[config.mk]
export PLATFORM = sky130hd
export DESIGN_NAME = id_ex_stage
export DESIGN_NICKNAME = d
export VERILOG_FILES = /design/src/rtl/id_ex_stage.sv
export SDC_FILE = /design/constraint.sdc
export NUM_CORES = 1
export LEC_CHECK = 0
export CORE_MARGIN = 5
export CORE_UTILIZATION = 43
export CTS_BUF_LIST = sky130_fd_sc_hd__clkbuf_8
export DETAILED_ROUTE_END_ITERATION = 12
export PLACE_DENSITY_LB_ADDON = 0.08
export SYNTH_ARGS = -nofsm -noshare
export SYNTH_HDL_FRONTEND = slang
export SYNTH_SLANG_ARGS = --single-unit
[constraint.sdc]
create_clock -name clk -period 3.3 [get_ports clk]
set_clock_uncertainty 0.2 [all_clocks]
set_input_delay 0.99 -clock clk [delete_from_list [all_inputs] [get_ports clk]]
set_output_delay 0.99 -clock clk [all_outputs]
set_load 0.005 [all_outputs]
[src/rtl/id_ex_stage.sv]
// ID/EX pipeline register with load-use hazard detection, EX-side flush, global hold
// and a saturating count of inserted hazard bubbles.
module id_ex_stage #(
  parameter int DW    = 32,
  parameter int CNT_W = 16
) (
  input  logic             clk,
  input  logic             rst_n,
  input  logic             hold,
  input  logic             flush,
  input  logic             id_valid,
  input  logic [10:0]      id_ctrl,
  input  logic [DW-1:0]    id_pc4,
  input  logic [DW-1:0]    id_rs_data,
  input  logic [DW-1:0]    id_rt_data,
  input  logic [DW-1:0]    id_imm,
  input  logic [4:0]       id_rs,
  input  logic [4:0]       id_rt,
  input  logic [4:0]       id_rd,
  input  logic [5:0]       id_funct,
  output logic             pc_write,
  output logic             ifid_write,
  output logic             ex_valid,
  output logic [10:0]      ex_ctrl,
  output logic [DW-1:0]    ex_pc4,
  output logic [DW-1:0]    ex_rs_data,
  output logic [DW-1:0]    ex_rt_data,
  output logic [DW-1:0]    ex_imm,
  output logic [4:0]       ex_rs,
  output logic [4:0]       ex_rt,
  output logic [4:0]       ex_rd,
  output logic [5:0]       ex_funct,
  output logic [CNT_W-1:0] bubble_cnt
);

  localparam int MEMREAD_BIT = 6;

  logic haz;

  // A load in EX whose destination feeds the ID instruction; $0 never counts.
  assign haz = id_valid & ex_valid & ex_ctrl[MEMREAD_BIT] & (ex_rt != 5'd0) &
               ((ex_rt == id_rs) | (ex_rt == id_rt));

  // A flushed ID instruction is discarded upstream, so it must not stall the front end.
  assign pc_write   = ~hold & ~(haz & ~flush);
  assign ifid_write = pc_write;

  always_ff @(posedge clk or negedge rst_n) begin
    if (!rst_n) begin
      ex_valid   <= 1'b0;
      ex_ctrl    <= '0;
      ex_pc4     <= '0;
      ex_rs_data <= '0;
      ex_rt_data <= '0;
      ex_imm     <= '0;
      ex_rs      <= '0;
      ex_rt      <= '0;
      ex_rd      <= '0;
      ex_funct   <= '0;
      bubble_cnt <= '0;
    end else if (flush) begin
      ex_valid <= 1'b0;
      ex_ctrl  <= '0;
    end else if (hold) begin
      ex_valid <= ex_valid;
    end else if (haz) begin
      ex_valid <= 1'b0;
      ex_ctrl  <= '0;
      if (bubble_cnt != {CNT_W{1'b1}}) begin
        bubble_cnt <= bubble_cnt + CNT_W'(1);
      end
    end else begin
      ex_valid   <= id_valid;
      ex_ctrl    <= id_valid ? id_ctrl : 11'd0;
      ex_pc4     <= id_pc4;
      ex_rs_data <= id_rs_data;
      ex_rt_data <= id_rt_data;
      ex_imm     <= id_imm;
      ex_rs      <= id_rs;
      ex_rt      <= id_rt;
      ex_rd      <= id_rd;
      ex_funct   <= id_funct;
    end
  end

endmodule

[Yosys cells after proc, flatten, opt, wreduce, memory -nomap -nowiden]
Index checks and enable logic that the tools add are counted.
W data, S select, Z words.
Storage, ports and cells
  register bits: 177
  bits of input ports: 165
  output and inout port bits: 179
  word-level logic and storage cells: 37
Operators by class
  add/subtract/negate cells: 1
  equal/unequal tests: 4
  muxes and demuxes: 7
  bitwise gates (word level): 11
  reductions and logical operators: 3
Operators with widths (count)
  $mux W11: 4
  $add A16 B1 Y16 const B: 1
  $ne A16 B16 Y1 const B: 1
  $eq A5 B5 Y1: 2
  $and A1 B1 Y1: 6
  $reduce_bool A5 Y1: 1
  $not A1 Y1: 4
  $reduce_and A4 Y1: 1
  $mux W1: 3
  $reduce_and A3 Y1: 1
  $ne A2 B1 Y1 const B: 1
  $or A1 B1 Y1: 1

[Longest topological paths before layout]
Gate-level depths: netlist of the first run.
  word-level depth: 7
  depth in mapped cells: 7
  mapped depth without buffers: 6

[Worst setup path after synthesis of the first run]
Ideal clock, no wire load.
  kind: input to output
  from: input id_rs[4]
  to: output pc_write
  arrival: 2072 ps
  required time: 2110 ps
  path slack: 38 ps
  cell stages on the path: 7
  path buffers: 2
  path through: xnor2_1 nand3_1 o22a_1 clkbuf_1 nor3_1 nor2_1 buf_4
Between the ends
  longest elaborated chain between the ends: 6
RTL lines
  start: declaration: RTL line 17  | input logic [4:0] id_rs,
  $eq A5 B5 Y1: RTL line 42  | ((ex_rt == id_rs) | (ex_rt == id_rt));
  $or A1 B1 Y1: RTL line 42
  $and A1 B1 Y1: RTL line 41  | assign haz = id_valid & ex_valid & ex_ctrl[MEMREAD_BIT] & (ex_rt != 5'd0) &
  $and A1 B1 Y1: RTL line 45  | assign pc_write = ~hold & ~(haz & ~flush);
  $not A1 Y1: RTL line 45
  $and A1 B1 Y1: RTL line 45
  end: declaration: RTL line 21  | output logic pc_write,
No other way between the ends.

[Final worst setup path of the first run]
  from: input id_valid
  to: output ifid_write
Between the ends
  longest elaborated chain between the ends: 7
RTL lines
  start: declaration: RTL line 11  | input logic id_valid,
  $and A1 B1 Y1 (4 in a row): RTL line 41
  $and A1 B1 Y1: RTL line 45
  $not A1 Y1: RTL line 45
  $and A1 B1 Y1: RTL line 45
  end: declaration: RTL line 22  | output logic ifid_write,
No other way between the ends.

==> impl_metrics.env, run 1 <==
export IMPL_die_w_um=143
export IMPL_r2r_start="ex_rt[1]"
export IMPL_setup_viol=0
export IMPL_synth_top_family_by_area="multiplexers"
export IMPL_final_cells=1092
export IMPL_core_area_sq_mm=0.0173
export IMPL_vias=5360
export IMPL_cts_tree="yes"
export IMPL_nNetsFinal=1020
export IMPL_synth_xor_area_share_pct=2.90
export IMPL_max_slew_worst_pin_slew_ps=627
export IMPL_synth_compound_area_share_pct=1.64
export IMPL_clkSinkCount=177
export IMPL_fin_util_pct=68.6
export IMPL_setup_slack_ps=42.3
export IMPL_drive_gt1_share_pct=28.1
export IMPL_synthTopCellsByArea="dfrtp_1 (59%), mux2_4 (20%), mux2_2 (7.3%), buf_12 (2.9%), xnor2_1 (1.5%)"
export IMPL_grtUsageTotal_pct=21.4
export IMPL_htree_levels=4
export IMPL_globalplace_congestion=0.824
export IMPL_syn_nets=638
export IMPL_maxCapViolations=0
export IMPL_grt_pass1_vias=5996
export IMPL_grt_antenna_before_repair=1
export IMPL_synth_seq_area_share_pct=58.6
export IMPL_hold_violations=0
export IMPL_powerDensity_mw_per_mm2=484
export IMPL_cts_root_buf="clkbuf_8"
export IMPL_ys_seq_elements=177
export IMPL_layout_min_cycle_time_ps=3260
export IMPL_synth_area_leader_cell="dfrtp_1"
export IMPL_drc_errors=0
export IMPL_synth_simple_area_share_pct=5.41
export IMPL_initial_utilization_pct=43.7
export IMPL_hold_buffers=0
export IMPL_dieArea_sq_mm=0.0203
export IMPL_regToRegEndpoint="ex_rs_data[7]"
export IMPL_r2r_slack_ps=160
export IMPL_syn_inst=472
export IMPL_status="complete, no violations"
export IMPL_clock_latency_ps=450
export IMPL_yosysTopAreaCellShare_pct=58.6
export IMPL_wl_per_cell_um=20.5
export IMPL_cts_buffer_depth=2
export IMPL_arrival_ps=2070
export IMPL_slew_headroom_pct=58.1
export IMPL_timing_hold_ws_ps=104
export IMPL_synth_mux_area_share_pct=27.3
export IMPL_preCtsSetupSlack_ps=-702
export IMPL_vias_per_cell=4.91
export IMPL_yosysMostFrequentCell="dfrtp_1"
export IMPL_drtIter0Drc=145
export IMPL_grt_max_degree=94
export IMPL_worst_setup_path_end_kind="primary output"
export IMPL_numCtsBuffers=17
export IMPL_yosysWarnings=0
export IMPL_area_delta_synth_final_pct=56.9
export IMPL_min_path_type="primary input to async pin"
export IMPL_max_freq_mhz=307
export IMPL_row_count=48
export IMPL_crit_path_start_kind="primary input"
export IMPL_clkTransAtPathRegs_ps=90
export IMPL_die_h_um=143
export IMPL_port_buffers=343
export IMPL_maxSlewViolCount=0
export IMPL_power_mw=5.74
export IMPL_async_flop_share_pct=100
export IMPL_placed_cells=1044
export IMPL_grt_overflow=0
export IMPL_r2r_cells=16
export IMPL_routed_wl_um=22400
export IMPL_synth_edf_count=0
export IMPL_finalCritPeriodShare_pct=98.7
export IMPL_cp_max_fo=2
export IMPL_firstDrtPassIters=4
export IMPL_p_leak_nw=5.14
export IMPL_critPathRequiredTime_ps=2110
export IMPL_ant_nets=0
export IMPL_syn_area_per_cell_sq_um=16.0
export IMPL_critPathKind="primary input to primary output"
export IMPL_ir_drop_mv=0.252
export IMPL_synthDistinctLibCells=33
export IMPL_io_pins=344
export IMPL_ys_flop_type="dfrtp_1"
export IMPL_syn_area_sq_mm=0.00756
export IMPL_grt_pass1_wl_um=33600
export IMPL_dpl_hpwl_um=16700
export IMPL_synthAdderAreaFrac_pct=0.165
export IMPL_synthTopCellsByCount="dfrtp_1 (177), mux2_4 (100), mux2_2 (49), nand2_1 (19)"
[report_power, final]
group | switching [mW] | leakage, nW | total, mW | internal (mW)
clock | 0.798 | 0.206 | 1.63 | 0.832
combinational | 0.456 | 2.80 | 1.50 | 1.05
sequential | 0.162 | 2.13 | 2.61 | 2.44
total | 1.42 | 5.14 | 5.74 | 4.32
[per-layer routing]
| metal | GRT usage (%) | vias to the layer above | wire length, um |
|---|---|---|---|
| met5 | 0 | - | 0 |
| met1 | 25.3 | 2634 | 8380 |
| met4 | 7.20 | 0 | 571 |
| met2 | 36.0 | 267 | 11400 |
| li1 | - | 2429 | - |
| met3 | 8.10 | 30 | 2060 |
[how the worst max path moves through the flow]
stage | from | end | slack [ps]
floorplan | id_rs[4] | pc_write | 40
global placement | id_rs[0] | ifid_write | -740
detailed placement | id_rs[0] | ifid_write | -700
CTS | id_rs[4] | ifid_write | 6
global route | id_valid | ifid_write | -9
finish | id_valid | ifid_write | 40
[cells by family after synthesis]
family,Yosys count
AO/OA/AOI/OAI,20
buffers and inverters,25
flip-flops,177
adder cells (fa/ha/maj),1
XOR/XNOR,25
multiplexers,150
AND/OR/NAND/NOR,74
[placed cells by master, fill, tap and decap left out, drive strengths merged, types with 2 or more instances in the layout]
cell,n
buf,46
nor3,9
nor2b,2
o31ai,2
clkdlybuf4s15,2
dfrtp,177
bufinv,4
clkdlybuf4s50,330
nand3,7
nand4,5
xor2,12
nand3b,14
nand2,19
clkbuf,24
clkinvlp,4
o21ai,14
xnor2,13
inv,7
and3,3
clkinv,2
nor4,5
nor2,4
mux2,150
or4,2
[metrics by stage]
stage	setup TNS [ps]	cell area [sq um]
after floorplan	0	7560
after global placement	-23370	11200
after detailed placement	-16790	11200
after CTS	0	11800
after global routing	-12.3	11900
final	0	11900
[sequential cells by signal, indices dropped and copies added, names as in the netlist]
signal	flops
bubble_cnt	16
ex_ctrl	11
ex_funct	6
ex_imm	32
ex_pc4	32
ex_rd	5
ex_rs	5
ex_rs_data	32
ex_rt	5
ex_rt_data	32
ex_valid	1
[area by class of cell]
cell class | count | area [sq um]
Inverter | 3 | 11.3
Fill cell | 1223 | 5430
Sequential cell | 177 | 4430
Timing Repair Buffer | 385 | 3820
Clock buffer | 17 | 234
Antenna cell | 1 | 2.50
Clock inverter | 14 | 203
Multi-Input combinational cell | 270 | 2890
Tap cell | 225 | 282
[what timing repair did]
item                                    4_1_cts  5_1_grt
endpoints found under the setup margin        2      144
endpoints found under the hold margin         0        0
resized for setup                            41       13
pin swaps                                    16       15
setup buffers                                10        2
cloned                                        0        4
[critical path, cell delays in order]
cell and delay (ps):
clkdlybuf4s50_1 480, and3_1 200, o21ai_2 90, nor3_2 110, nor2_1 70, buf_2 130
Power figures use the tool's default switching activity.
==> run 2, diff against run 1 <==
SETUP_SLACK_MARGIN = 0.15   (was not set)
==> run 2 against run 1 <==
Net effect:
- combinational power is essentially flat
- largest power group unchanged
- design area grew 0.36%
- fmax grew 2.9%
==> impl_metrics.env, run 2 (synthesis results as in run 1) <==
export IMPL_nNetsFinal=1021
export IMPL_powerDensity_mw_per_mm2=472
export IMPL_rsz0062_at_grt="true"
export IMPL_setup_viol=0
export IMPL_clkSinkCount=177
export IMPL_core_area_sq_mm=0.0173
export IMPL_dpl_hpwl_um=17400
export IMPL_hold_violations=0
export IMPL_grt_max_degree=69
export IMPL_firstDrtPassIters=4
export IMPL_clkTransAtPathRegs_ps=80
export IMPL_ant_nets=0
export IMPL_layout_min_cycle_time_ps=3160
export IMPL_fin_setup_tns_ps=0
export IMPL_fin_util_pct=68.8
export IMPL_ir_drop_mv=0.261
export IMPL_timing_hold_ws_ps=284
export IMPL_initial_utilization_pct=43.7
export IMPL_wl_met3_um=1980
export IMPL_htree_levels=4
export IMPL_die_h_um=143
export IMPL_critPathRequiredTime_ps=2110
export IMPL_cts_buffer_depth=2
export IMPL_worst_setup_path_end_kind="primary output"
export IMPL_m1WireLength_um=8380
export IMPL_r2r_slack_ps=720
export IMPL_grtUsageTotal_pct=21.3
export IMPL_routed_wl_um=22200
export IMPL_vias=5379
export IMPL_vias_per_cell=4.92
export IMPL_globalplace_congestion=0.840
export IMPL_grt_antenna_before_repair=2
export IMPL_grt_pass1_vias=5899
export IMPL_area_delta_synth_final_pct=57.5
export IMPL_cts_root_buf="clkbuf_8"
export IMPL_critPathKind="primary input to primary output"
export IMPL_routed_top_layer="met5"
export IMPL_cts_tree="yes"
export IMPL_drc_errors=0
export IMPL_slew_headroom_pct=52.7
export IMPL_hold_buffers=0
export IMPL_final_common_cell="clkdlybuf4s50_1"
export IMPL_preCtsSetupSlack_ps=-719
export IMPL_clock_latency_ps=450
export IMPL_max_slew_worst_pin_slew_ps=708
export IMPL_final_cells=1094
export IMPL_maxSlewViolCount=0
export IMPL_wl_met2_um=11100
export IMPL_drive_gt1_share_pct=29.0
export IMPL_row_count=48
export IMPL_arrival_ps=1970
export IMPL_drtIter0Drc=188
export IMPL_max_freq_mhz=316
export IMPL_min_path_cells=2
export IMPL_design_area_sq_mm=0.0119
export IMPL_wl_per_cell_um=20.3
export IMPL_grt_pass1_wl_um=33500
export IMPL_cp_max_fo=2
export IMPL_die_w_um=143
export IMPL_dieArea_sq_mm=0.0203
export IMPL_io_pins=344
export IMPL_p_leak_nw=5.17
export IMPL_finalCritPeriodShare_pct=95.9
export IMPL_status="complete, no violations"
export IMPL_grt_overflow=0
export IMPL_placed_cells=1059
export IMPL_power_mw=5.62
export IMPL_maxCapViolations=0
export IMPL_crit_path_start_kind="primary input"
export IMPL_numCtsBuffers=17
export IMPL_mostFrequentLayoutCells="clkdlybuf4s50_1 (329), dfrtp_1 (176), mux2_4 (100)"
export IMPL_min_path_type="flop to flop"
export IMPL_setup_slack_ps=135
export IMPL_port_buffers=343
export IMPL_placed_area_sq_mm=0.0114
export IMPL_r2r_cells=6
run 2: cell types whose count changed in the layout (fill, tap and decap cells not counted), moves of 2 or more:
cell and change:
xnor2_1 -3, clkbuf_16 -3, inv_6 -4, buf_4 +2, clkbuf_2 -4, clkbuf_8 +3
xnor2_2 +2, buf_12 +6, clkinv_2 +2, clkdlybuf4s15_1 -2, bufinv_16 -2
run 2: worst paths after layout:
path / start / endpoint
max reg2reg: ex_rt[2] / ex_pc4[24]
max in group asynchronous: rst_n / ex_rt_data[20]
max: id_rs[0] / ifid_write
min: ex_ctrl[4] / ex_ctrl[4]
min reg2reg: ex_ctrl[4] / ex_ctrl[4]
min in group asynchronous: rst_n / bubble_cnt[4]
run 2: report_power, final:
part / switching [mW] / total, mW / internal [mW]
registers: 0.159 / 2.60 / 2.44
logic: 0.455 / 1.50 / 1.05
clock network: 0.778 / 1.52 / 0.737
run 2: metal layers:
metal / track usage [%] / vias to the layer above
li1: - / 2424
met1: 24.2 / 2665
met2: 36.4 / 246
met3: 8.13 / 42
met4: 8.05 / 2
met5: 0 / -
run 2: timing repair:
action                                 CTS  global route
pin swaps                               17             9
gates resized for setup                 68             5
buffers inserted                         1             1
cloned                                   0             0
setup endpoints to repair                2             2
endpoints found under the hold margin    0             0
run 2: critical path, stage by stage:
cell     delay (ps)
buf_8           110
xnor2_4         150
nand3_2         110
o22a_1          260
nor3_2          150
nor2_1           80
buf_2           130
run 2: layout make-up:
cell class	instances	area (sq um)
Timing Repair Buffer	386	3850
Antenna cell	1	2.50
Tap cell	225	282
Sequential cell	177	4430
Inverter	3	11.3
Multi-Input combinational cell	270	2920
Clock inverter	12	134
Clock buffer	20	275
Fill cell	1229	5390
==> run 3, diff against run 2 <==
MAX_ROUTING_LAYER = met4   (was not set)
==> run 3 against run 2 <==
Net effect:
- register-to-register slack about the same
- core utilization about the same
- via count about the same
- clock power about the same
- global-route usage up 0.68 points
- highest routed layer is now met4
==> impl_metrics.env, run 3 (synthesis results as in run 1) <==
export IMPL_status="complete, no violations"
export IMPL_critPathRequiredTime_ps=2110
export IMPL_max_slew_worst_pin_slew_ps=731
export IMPL_drc_errors=0
export IMPL_clkTransAtPathRegs_ps=80
export IMPL_io_pins=344
export IMPL_critPathBufInv=2
export IMPL_numCtsBuffers=17
export IMPL_r2r_start="ex_rt[2]"
export IMPL_grt_antenna_before_repair=2
export IMPL_worst_setup_path_end_kind="primary output"
export IMPL_r2r_cells=6
export IMPL_grt_overflow=0
export IMPL_mostFrequentLayoutCells="clkdlybuf4s50_1 (329), dfrtp_1 (176), mux2_4 (100)"
export IMPL_min_path_type="flop to flop"
export IMPL_max_freq_mhz=317
export IMPL_path_cells="buf_8 -> xnor2_4 -> nand3_2 -> o22a_1 -> nor3_2 -> nor2_1 -> buf_2"
export IMPL_initial_utilization_pct=43.7
export IMPL_drtIter0Drc=171
export IMPL_dpl_hpwl_um=17400
export IMPL_placed_area_sq_mm=0.0114
export IMPL_nNetsFinal=1021
export IMPL_powerDensity_mw_per_mm2=471
export IMPL_min_path_cells=2
export IMPL_setup_viol=0
export IMPL_min_to="ex_ctrl[4]"
export IMPL_htree_levels=4
export IMPL_grt_pass1_vias=5901
export IMPL_dieArea_sq_mm=0.0203
export IMPL_vias=5377
export IMPL_cts_root_buf="clkbuf_8"
export IMPL_wl_per_cell_um=20.3
export IMPL_nFillCells=1228
export IMPL_firstDrtPassIters=4
export IMPL_hold_start="ex_ctrl[4]"
export IMPL_core_area_sq_mm=0.0173
export IMPL_cp_depth=7
export IMPL_die_w_um=143
export IMPL_area_delta_synth_final_pct=57.5
export IMPL_drive_gt1_share_pct=29.0
export IMPL_routed_wl_um=22200
export IMPL_globalplace_congestion=0.853
export IMPL_vias_per_cell=4.91
export IMPL_ant_nets=0
export IMPL_cpPeakStageDelay_ps=260
export IMPL_r2r_slack_ps=710
export IMPL_clkSinkCount=177
export IMPL_design_area_sq_mm=0.0119
export IMPL_p_leak_nw=5.17
export IMPL_arrival_ps=1970
export IMPL_timing_hold_ws_ps=286
export IMPL_crit_path_start_kind="primary input"
export IMPL_maxSlewViolCount=0
export IMPL_critPathTopFamily="simple AND/OR/NAND/NOR gates"
export IMPL_hold_violations=0
export IMPL_row_count=48
export IMPL_grt_pass1_wl_um=33500
export IMPL_finalCritPeriodShare_pct=95.7
export IMPL_layout_min_cycle_time_ps=3160
export IMPL_cp_slowest_cell="o22a_1"
export IMPL_regToRegEndpoint="ex_pc4[24]"
export IMPL_ir_drop_mv=0.260
export IMPL_clock_latency_ps=440
export IMPL_grtUsageTotal_pct=22.0
export IMPL_cp_max_fo=2
export IMPL_critPathKind="primary input to primary output"
export IMPL_slew_headroom_pct=51.2
export IMPL_die_h_um=143
export IMPL_grt_max_degree=69
export IMPL_maxCapViolations=0
export IMPL_rsz0062_at_grt="true"
export IMPL_final_common_cell="clkdlybuf4s50_1"
export IMPL_cts_tree="yes"
export IMPL_cts_buffer_depth=2
export IMPL_port_buffers=343
==> run 3: cell count changes in the layout (fill, tap and decap cells not counted), sizes merged <==
cell,delta
diode,+1
==> run 3: routing by layer <==
layer	global-route usage [%]	vias to the layer above	wire length, um
li1	-	2425	-
met3	7.19	39	1730
met1	24.8	2669	8590
met4	7.90	0	667
met2	36.6	244	11200
met5	-	-	0
==> run 3: final cells by class <==
cell class	count	area, sq um	area share (%)
tap	225	282	2.36
antenna	2	5.00	0.0420
clock inverter	12	134	1.12
clock buffer	20	275	2.31
timing repair buffer	386	3850	32.3
multi-input combinational	270	2920	24.5
inverter	3	11.3	0.0945
sequential	177	4430	37.2
==> run 3: power by group <==
group          total [mW]  switching [mW]  leakage [nW]  internal, mW
Combinational        1.50           0.455          2.84          1.05
Sequential           2.60           0.160          2.13          2.44
Clock                1.51           0.773         0.204         0.737
==> run 3: timing repair <==
action	CTS	global route
hold endpoints to repair	0	0
setup endpoints to repair	2	2
resized for setup	68	5
cloned	0	0
pin swaps	17	9
hold buffers	0	0
buffers inserted	1	1
==> run 3: worst max path at each step <==
stage / startpoint / endpoint / slack [ps]
global placement: id_rs[0] / pc_write / -690
detailed placement: id_rs[0] / ifid_write / -720
global route: id_rs[0] / pc_write / 70
floorplan: id_rs[4] / pc_write / 120
CTS: id_rs[0] / ifid_write / 70
finish: id_rs[0] / ifid_write / 140
==> run 3: tightest hold or removal path, stage by stage (launching register included) <==
cell	delay [ps]
dfrtp_1	350
nand2_1	50
o21ai_0	60
==> run 3: stage by stage <==
step                setup TNS [ps]  total power, mW  instances  worst slack, ps  util [%]
finish                           0             5.61       1095              141      68.9
global route                     0             5.88       1095             71.3      68.9
CTS                              0             5.69       1092             72.6      68.6
detailed placement           -1740             4.13       1059             -719      66.0
global placement             -1390             4.10       1059             -695      66.0
floorplan                        0             3.15        472              119         -
